$ cat config.mk
export PLATFORM = sky130hd
export DESIGN_NAME = pipeline_hazard_controller
export DESIGN_NICKNAME = d
export VERILOG_FILES = /design/src/rtl/pipeline_ctrl_pkg.sv /design/src/rtl/pipeline_hazard_controller_load_use_detector.sv /design/src/rtl/pipeline_hazard_controller.sv
export SDC_FILE = /design/constraint.sdc
export NUM_CORES = 1
export LEC_CHECK = 0
export CAP_MARGIN = 20
export CORE_MARGIN = 2
export CORE_UTILIZATION = 50
export CTS_CLUSTER_DIAMETER = 60
export DETAILED_ROUTE_END_ITERATION = 10
export PLACE_DENSITY_LB_ADDON = 0.12
export SYNTH_ARGS = -nofsm -noshare
export SYNTH_HDL_FRONTEND = slang
export SYNTH_SLANG_ARGS = --single-unit
$ cat constraint.sdc
create_clock -name clk -period 2.8 [get_ports clk]
set_input_delay 0.28 -clock clk [delete_from_list [all_inputs] [get_ports clk]]
set_output_delay 0.28 -clock clk [all_outputs]
set_load 0.005 [all_outputs]
$ cat src/rtl/pipeline_ctrl_pkg.sv
// Shared types for the pipeline hazard controller.
// State encoding and register-zero constant.
package pipeline_ctrl_pkg;

  typedef enum logic [1:0] {
    RUN,
    LOAD_STALL,
    MEM_WAIT
  } state_t;

  localparam logic [4:0] REG_ZERO = 5'd0;

endpackage

$ cat src/rtl/pipeline_hazard_controller_load_use_detector.sv
// Load-use hazard compare between the load in EX and the ID sources.
// Writes to $zero never create a dependency.
import pipeline_ctrl_pkg::*;

module load_use_detector (
  input  logic [4:0] rs_id,
  input  logic [4:0] rt_id,
  input  logic [4:0] rt_ex,
  input  logic       mem_read,
  output logic       load_use
);

  // A load targeting a register read by the ID instruction
  always_comb begin
    load_use = mem_read
             & (rt_ex != REG_ZERO)
             & ((rt_ex == rs_id) | (rt_ex == rt_id));
  end

endmodule

$ cat src/rtl/pipeline_hazard_controller.sv
// Per-stage enable/flush sequencer for the 5-stage pipeline.
// Freeze on memory wait, flush on taken branch, bubble on load-use.
import pipeline_ctrl_pkg::*;

module pipeline_hazard_controller #(
  parameter int CNT_W   = 16,
  parameter int TIMEOUT = 255,
  parameter int TO_W    = 8
) (
  input  logic             clk,
  input  logic             rst,
  input  logic [4:0]       rs_id,
  input  logic [4:0]       rt_id,
  input  logic [4:0]       rt_ex,
  input  logic             ctrl_MemRead_ex,
  input  logic             branch_taken_ex,
  input  logic             dmem_req,
  input  logic             dmem_ready,
  output logic             pc_en,
  output logic             ifid_en,
  output logic             ifid_flush,
  output logic             idex_en,
  output logic             idex_flush,
  output logic             exmem_en,
  output logic             memwb_en,
  output logic             mem_timeout,
  output logic [CNT_W-1:0] stall_count,
  output logic [CNT_W-1:0] flush_count
);

  localparam logic [TO_W-1:0]  TO_MAX  = TO_W'(TIMEOUT);
  localparam logic [CNT_W-1:0] CNT_MAX = '1;

  state_t state, state_nxt;

  logic             lu_raw;
  logic             lu;
  logic             mem_hold;
  logic             flush_evt;
  logic [TO_W-1:0]  wait_q;
  logic [TO_W-1:0]  wait_nxt;
  logic             to_q;
  logic [CNT_W-1:0] sc_q;
  logic [CNT_W-1:0] fc_q;

  load_use_detector u_lud (
    .rs_id    (rs_id),
    .rt_id    (rt_id),
    .rt_ex    (rt_ex),
    .mem_read (ctrl_MemRead_ex),
    .load_use (lu_raw)
  );

  // Hazard terms; the bubble already sits in EX after a load stall
  always_comb begin
    mem_hold = dmem_req & ~dmem_ready;
    lu       = lu_raw & (state != LOAD_STALL);
  end

  // Priority chain: memory freeze, then branch flush, then load-use
  always_comb begin
    state_nxt  = RUN;
    pc_en      = 1'b1;
    ifid_en    = 1'b1;
    ifid_flush = 1'b0;
    idex_en    = 1'b1;
    idex_flush = 1'b0;
    exmem_en   = 1'b1;
    memwb_en   = 1'b1;
    flush_evt  = 1'b0;
    if (!rst) begin
      if (mem_hold) begin
        pc_en     = 1'b0;
        ifid_en   = 1'b0;
        idex_en   = 1'b0;
        exmem_en  = 1'b0;
        memwb_en  = 1'b0;
        state_nxt = MEM_WAIT;
      end else if (branch_taken_ex) begin
        ifid_flush = 1'b1;
        idex_flush = 1'b1;
        flush_evt  = 1'b1;
      end else if (lu) begin
        pc_en      = 1'b0;
        ifid_en    = 1'b0;
        idex_flush = 1'b1;
        state_nxt  = LOAD_STALL;
      end
    end
  end

  // Consecutive memory-wait cycles, saturating at the timeout
  always_comb begin
    wait_nxt = '0;
    if (mem_hold)
      wait_nxt = (wait_q == TO_MAX) ? wait_q : wait_q + 1'b1;
  end

  // State, wait counter and sticky timeout flag
  always_ff @(posedge clk) begin
    if (rst) begin
      state  <= RUN;
      wait_q <= '0;
      to_q   <= 1'b0;
    end else begin
      state  <= state_nxt;
      wait_q <= wait_nxt;
      if (wait_nxt == TO_MAX)
        to_q <= 1'b1;
    end
  end

  // Saturating stall and flush performance counters
  always_ff @(posedge clk) begin
    if (rst) begin
      sc_q <= '0;
      fc_q <= '0;
    end else begin
      if (!pc_en && sc_q != CNT_MAX)
        sc_q <= sc_q + 1'b1;
      if (flush_evt && fc_q != CNT_MAX)
        fc_q <= fc_q + 1'b1;
    end
  end

  // Registered status reads as cleared while reset is held
  always_comb begin
    mem_timeout = to_q & ~rst;
    stall_count = rst ? '0 : sc_q;
    flush_count = rst ? '0 : fc_q;
  end

endmodule

==> reports/metrics.csv, run 1 <==
metric;value;unit
status;completed;
ant_nets;0;
overflow;0;
gr-max-usage-layer;met2;
die_w;74.6;um
die-area;5570;um2
critPathSlowestCell;or4_1;
use_met3;0.0361;
power_density;374;nW/um2
num_antenna_cells;0;
clk_path_buf_depth;2;
htreeDepth;2;
clock_sinks;43;
pin_count;61;
rsz0062_at_grt;no;
critical_path.startpoint_type;input port;
critical_path_arrival;2.40;ns
dp_hpwl;3870;um
worst-setup-path-type;input port to output port;
synth_area;2490;um2
crit_family;buffers and inverters;
synth_edf_count;0;
grt_pass1_vias;1897;
critical_path_buf_inv_count;3;
chipHeight;74.6;um
synth_ff_type;dfxtp_1;
hp-class;input port to flop;
area_growth;32.8;%
core;4750;um2
drc_errors;0;
grt_max_degree;31;
leakagePower;1.18;nW
path_clk_slew;0.08;ns
post_cts_buffers;0;
yosysSeqAreaShare;0.345;
required;2.52;ns
row_count;25;
drive_gt1_frac;0.114;
multi_input_area;1530;um2
vias_per_cell;5.24;
slew_viol_final;0;
hold_violations;0;
cts_root_buf;clkbuf_8;
timing.setup.tns;0;ns
drtPass1Iterations;4;
setup_viol;0;
max_cap_violations;0;
vias;2291;
wl;5230;um
cts_hold_buf;0;
avgSynthCellArea;8.20;um2
ys_warn_count;0;
nets;393;
path_cells;clkdlybuf4s50_1 > or4_1 > o221ai_2 > o41ai_4 > inv_2 > clkdlybuf4s50_1;
antenna_found_initial;0;
fin_crit_sh;0.959;
track_usage;0.189;
synth_seq_cells;43;
ctsResizeCount;0;
tightest_slew;0.447;ns
finalPower;1.24;mW
path_max_fanout;13;
fmax;373;MHz
fillers;407;
grt_pass1_wl;8330;um
routedWlPerCell;12.0;um
numPortBuffers;60;
crit_top_cell;clkdlybuf4s50_1;
skew;0.00729;ns
cts_tree;yes;
place_congestion;0.865;
netlist_instances;304;
maxSlewHeadroom;0.700;
seqCellArea;861;um2
syn_nets;328;
insertion_delay;0.30;ns
crit_path_end_kind;output port;
yosysUniqueCellTypes;47;
drt-initial-drc-count;103;
slowest_delay;0.57;ns
period_needed;2.68;ns
async_reset_ff_frac;0;
use_met1;0.244;
ir_drop;0.315;mV
use_met2;0.321;
cts_buffers;5;
start_util;0.524;
-- cell type report --
cell class | instances | share of cell area
multi-input cells | 238 | 0.463
flip-flops and latches | 43 | 0.260
repair buffers | 71 | 0.205
well taps | 67 | 0.0253
clock buffers | 6 | 0.0249
inverters | 10 | 0.0113
clock inverters | 2 | 0.0106
-- cell families after synthesis --
kind of cell | count (synthesis) | synth area share
AO/OA/AOI/OAI | 29 | 0.0838
XOR/XNOR | 22 | 0.0773
adder cells (fa/ha/maj) | 3 | 0.0151
buffers and inverters | 23 | 0.0421
flip-flops | 43 | 0.345
multiplexers | 17 | 0.0753
AND/OR/NAND/NOR | 167 | 0.361
-- path summary, 6_finish.rpt --
path | slack (ns) | endpoint | from | cells past startpoint
worst max-delay path | 0.12 | pc_en | rt_ex[0] | 6
worst min-delay path | 0.42 | to_q | rst | 3
worst max register to register | 0.75 | sc_q[7] | sc_q[0] | 7
worst min register to register | 0.50 | fc_q[15] | fc_q[15] | 1
-- state kept, by name (all words and copies together), names as in the netlist --
register  flops
wait_q        8
state         2
sc_q         16
fc_q         16
to_q          1
-- layer usage --
layer / vias up / routed length, um
li1: 1186 / -
met1: 1049 / 2450
met2: 48 / 2510
met3: 8 / 190
met4: 0 / 74
met5: - / 0
-- worst min-delay path, delay by kind of cell --
family                 cells  cell delay (ns)
AND/OR/NAND/NOR            2             0.21
buffers and inverters      1             0.17
-- stage by stage --
stage / std cells / setup slack [ns] / hold WS (ns) / instance area (um2) / util
after floorplan: 304 / 0.741 / 0.359 / 2490 / -
after global placement: 429 / 0.0706 / 0.485 / 3190 / 0.671
after detailed placement: 429 / 0.0583 / 0.492 / 3190 / 0.671
after CTS: 437 / 0.0434 / 0.407 / 3310 / 0.695
after global routing: 437 / 0.0114 / 0.417 / 3310 / 0.697
final: 437 / 0.115 / 0.416 / 3310 / 0.697
-- cell usage after synthesis (4+ instances only) --
cell type | number | share of area
inv_1 | 8 | 0.012
nor2_1 | 43 | 0.065
xnor2_1 | 10 | 0.035
or3_1 | 5 | 0.013
nand2_1 | 22 | 0.033
o21ai_0 | 9 | 0.018
nand3_1 | 18 | 0.036
nand4_1 | 8 | 0.020
xor2_1 | 12 | 0.042
dfxtp_1 | 43 | 0.35
clkbuf_1 | 6 | 0.0090
mux2_2 | 13 | 0.059
nor2b_1 | 30 | 0.075
a21oi_1 | 7 | 0.014
nor4_1 | 4 | 0.010
nor3_1 | 14 | 0.028
-- layout by cell type (no fill, tap or decap), drive strengths merged, types with 2 or more instances in the layout --
cell type,n
mux2,14
dfxtp,43
o41ai,2
inv,9
nor2,43
nand4,8
nor3,17
nor4,5
nor4b,4
mux2i,3
a21o,3
nand2,22
or3,5
nor3b,3
buf,12
and3,3
clkbuf,6
ha,3
clkdlybuf4s50,59
xor2,12
xnor2,10
a21oi,7
o21ai,9
and4,3
clkinv,2
nand3b,2
nor2b,30
nand3,18
-- where the power goes --
part / total (mW) / switching, mW / internal, mW
registers: 0.619 / 0.00445 / 0.615
logic: 0.115 / 0.0530 / 0.0618
clock network: 0.506 / 0.217 / 0.289
total: 1.24 / 0.274 / 0.966
Note: power is estimated with default switching activity, not from simulation.
==> inputs of run 2 (changes only) <==
--- a/config.mk
+++ b/config.mk
@@ -7,7 +7,8 @@
 export LEC_CHECK = 0
 export CAP_MARGIN = 20
 export CORE_MARGIN = 2
-export CORE_UTILIZATION = 50
+export CORE_UTILIZATION = 51
+export CTS_BUF_LIST = sky130_fd_sc_hd__clkbuf_4
 export CTS_CLUSTER_DIAMETER = 60
 export DETAILED_ROUTE_END_ITERATION = 10
 export PLACE_DENSITY_LB_ADDON = 0.12
==> reports/metrics.csv, run 2 (same netlist as run 1, synthesis figures left out) <==
metric;value;unit
status;completed;
stdcell_count;435;
skew;0.0120;ns
chipHeight;73.9;um
crit_path_start;rt_ex[0];
clk_path_buf_depth;2;
grt_pass1_vias;2012;
ant_nets;0;
pin_count;61;
drc_errors;0;
post-route-cell-area;3240;um2
die_w;73.9;um
drive_gt1_frac;0.109;
hold_start;rst;
critical_path.startpoint_type;input port;
post_cts_buffers;0;
fin_util;0.685;
routedWlPerCell;12.0;um
period_needed;2.68;ns
hold_violations;0;
final_cell_mix;clkdlybuf4s50_1, nor2_1, dfxtp_1;
finalPower;1.04;mW
timing.setup.tns;0;ns
core;4720;um2
rsz0062_at_grt;no;
fin_crit_sh;0.956;
setup_viol;0;
num_antenna_cells;0;
insertion_delay;0.35;ns
slew_viol_final;0;
cts_tree;yes;
critical_path_arrival;2.40;ns
row_count;25;
grt_pass1_wl;8750;um
antenna_found_initial;0;
place_ws;-0.0493;ns
vias_per_cell;5.21;
area_growth;29.8;%
clock_sinks;43;
tightest_slew;0.611;ns
numPortBuffers;60;
leakagePower;1.14;nW
ir_drop;0.275;mV
cts_hold_buf;0;
power_density;322;nW/um2
htreeDepth;2;
layout_commonest_cell;clkdlybuf4s50_1;
worst-setup-path-type;input port to output port;
vias;2266;
maxSlewHeadroom;0.589;
nets;391;
top_regs;fc_q: 16 flops, sc_q: 16 flops, wait_q: 8 flops;
placed_cells;427;
dp_hpwl;3890;um
r2r_start;sc_q[0];
crit_path_end_kind;output port;
track_usage;0.200;
hold_ws;0.215;ns
fmax;373;MHz
drt-initial-drc-count;88;
hp-class;input port to flop;
required;2.52;ns
place_congestion;0.815;
drtPass1Iterations;4;
cts_root_buf;clkbuf_4;
overflow;0;
fin_ws;0.123;ns
die-area;5460;um2
grt_max_degree;58;
path_clk_slew;0.12;ns
path_max_fanout;9;
cts_buffers;5;
start_util;0.528;
max_cap_violations;0;
place_area;3170;um2
wl;5220;um
-- run 2: cell count changes in the layout (fill, tap and decap cells not counted), sizes merged --
cell	delta
clkinvlp	+1
buf	-2
bufinv	-1
-- run 2: area by class of cell --
type                       instances  area [um2]
fill                             388        1490
inverter                          10        37.5
clock inverter                     2        12.5
sequential                        43         861
tap                               67        83.8
clock buffer                       6        45.0
multi-input combinational        238        1530
timing repair buffer              69         663
-- run 2: timing repair --
item / 4_1_cts / 5_1_grt
resized for setup: 0 / 1
setup endpoints to repair: 0 / 2
endpoints found under the hold margin: 0 / 0
-- run 2: worst paths after layout --
| path | cells past startpoint | slack (ns) | endpoint |
|---|---|---|---|
| worst max-delay path | 6 | 0.12 | pc_en |
| worst min-delay path | 2 | 0.22 | state[0] |
| worst max register to register | 6 | 0.80 | sc_q[2] |
| worst min register to register | 1 | 0.51 | fc_q[15] |
-- run 2: critical path: stages --
cell and delay, ns:
clkdlybuf4s50_1 0.47, or4_1 0.58, o221ai_2 0.25, o41ai_4 0.12
inv_2 0.17, clkdlybuf4s50_1 0.53
-- run 2: report_power, final --
| group | leakage, nW | total, mW | internal [mW] | switching, mW |
|---|---|---|---|---|
| Sequential | 0.347 | 0.620 | 0.616 | 0.00436 |
| Clock | 0.0317 | 0.308 | 0.107 | 0.201 |
| Combinational | 0.763 | 0.113 | 0.0601 | 0.0527 |
| Total | 1.14 | 1.04 | 0.783 | 0.258 |
-- run 2: per-layer routing --
metal | vias to the layer above | part of all wire | global-route usage | wire (um)
li1 | 1186 | - | - | -
met1 | 1038 | 0.49 | 0.260 | 2540
met2 | 40 | 0.48 | 0.336 | 2500
met3 | 2 | 0.029 | 0.0425 | 152
met4 | 0 | 0.0052 | 0.0525 | 27
met5 | - | 0 | 0 | 0
==> inputs of run 3 (changes only) <==
--- a/config.mk
+++ b/config.mk
@@ -12,6 +12,7 @@
 export CTS_CLUSTER_DIAMETER = 60
 export DETAILED_ROUTE_END_ITERATION = 10
 export PLACE_DENSITY_LB_ADDON = 0.12
+export REMOVE_ABC_BUFFERS = 1
 export SYNTH_ARGS = -nofsm -noshare
 export SYNTH_HDL_FRONTEND = slang
 export SYNTH_SLANG_ARGS = --single-unit
==> reports/metrics.csv, run 3 (same netlist as run 1, synthesis figures left out) <==
metric;value;unit
critical_path.startpoint_type;input port;
layout_commonest_cell;clkdlybuf4s50_1;
die-area;5460;um2
vias_per_cell;5.32;
die_w;73.9;um
grt_pass1_vias;2093;
grt_pass1_wl;8710;um
r2r_start;sc_q[0];
vias;2309;
path_max_fanout;4;
cts_root_buf;clkbuf_4;
cts_hold_buf;0;
row_count;25;
switching_share;0.244;
fillers;410;
routedWlPerCell;12.6;um
leakagePower;1.14;nW
num_antenna_cells;0;
finalPower;1.01;mW
wl;5460;um
place_ws;0.0856;ns
drive_gt1_frac;0.101;
seqPwrFrac;0.612;
final_cell_mix;clkdlybuf4s50_1, nor2_1, dfxtp_1;
tightest_slew;0.542;ns
cts_tree;yes;
power_switching;0.247;mW
hold_violations;0;
hold_ws;0.232;ns
antenna_found_initial;0;
core;4720;um2
crit_path_end_kind;output port;
required;2.52;ns
worst-setup-path-type;input port to output port;
fin_crit_sh;0.932;
timing.setup.tns;0;ns
status;completed;
drt-initial-drc-count;127;
drc_errors;0;
place_area;3170;um2
place_congestion;0.832;
max_cap_violations;0;
grt_max_degree;58;
stdcell_count;434;
insertion_delay;0.35;ns
post_cts_buffers;0;
clock_sinks;43;
ctsResizeCount;0;
maxSlewHeadroom;0.639;
combinationalPowerShare;0.111;
nets;391;
post-route-cell-area;3220;um2
fmax;383;MHz
fin_ws;0.190;ns
power_density;314;nW/um2
cts_buffers;5;
slew_viol_final;0;
crit_path_start;rt_ex[0];
top_regs;fc_q: 16 flops, sc_q: 16 flops, wait_q: 8 flops;
track_usage;0.203;
pin_count;61;
hold_start;rst;
area_growth;29.1;%
critical_path_arrival;2.33;ns
overflow;0;
clk_path_buf_depth;2;
hp-class;input port to flop;
rsz0062_at_grt;no;
ant_nets;0;
dp_hpwl;4080;um
p_int;0.765;mW
drtPass1Iterations;4;
numPortBuffers;60;
placed_cells;427;
skew;0.0168;ns
setup_viol;0;
period_needed;2.61;ns
path_clk_slew;0.11;ns
start_util;0.528;
fin_util;0.682;
ir_drop;0.232;mV
chipHeight;73.9;um
clockPowerShare;0.277;
htreeDepth;2;
run 3: changes by cell type in the layout (fill, tap and decap cells not counted), sizes merged:
cell      delta
clkinv       +1
clkbuf       -1
clkinvlp     -1
run 3: metal layers:
| layer | vias to the layer above | wire length, um | global-route usage |
|---|---|---|---|
| met4 | 0 | 79 | 0.0768 |
| met1 | 1054 | 2420 | 0.236 |
| met5 | - | 0 | 0 |
| met3 | 8 | 329 | 0.0576 |
| met2 | 63 | 2630 | 0.355 |
| li1 | 1184 | - | - |
run 3: area by class of cell:
class | count | area, um2 | share of cell area
Clock buffer | 5 | 37.5 | 0.0117
Clock inverter | 2 | 8.76 | 0.00272
Inverter | 10 | 37.5 | 0.0117
Multi-Input combinational cell | 238 | 1530 | 0.475
Sequential cell | 43 | 861 | 0.267
Tap cell | 67 | 83.8 | 0.0260
Timing Repair Buffer | 69 | 663 | 0.206
run 3: critical path: stages:
cell and delay [ns]:
clkdlybuf4s50_1 0.46, or4_1 0.56, o221ai_1 0.33, o41ai_4 0.11, inv_2 0.09, clkdlybuf4s50_1 0.50
run 3: path summary, 6_finish.rpt:
kind	to	slack (ns)	cells past startpoint
max reg2reg	sc_q[4]	0.80	6
min	state[0]	0.23	2
max	ifid_en	0.19	6
min reg2reg	fc_q[15]	0.51	1
run 3: power by group through the flow:
stage | logic [mW] | registers [mW] | clock network, mW
2_1_floorplan | 0.0421 | 0.633 | 0
3_3_place_gp | 0.111 | 0.634 | 0
3_5_place_dp | 0.113 | 0.634 | 0
4_1_cts | 0.113 | 0.620 | 0.295
5_1_grt | 0.123 | 0.621 | 0.320
6_report | 0.112 | 0.620 | 0.280
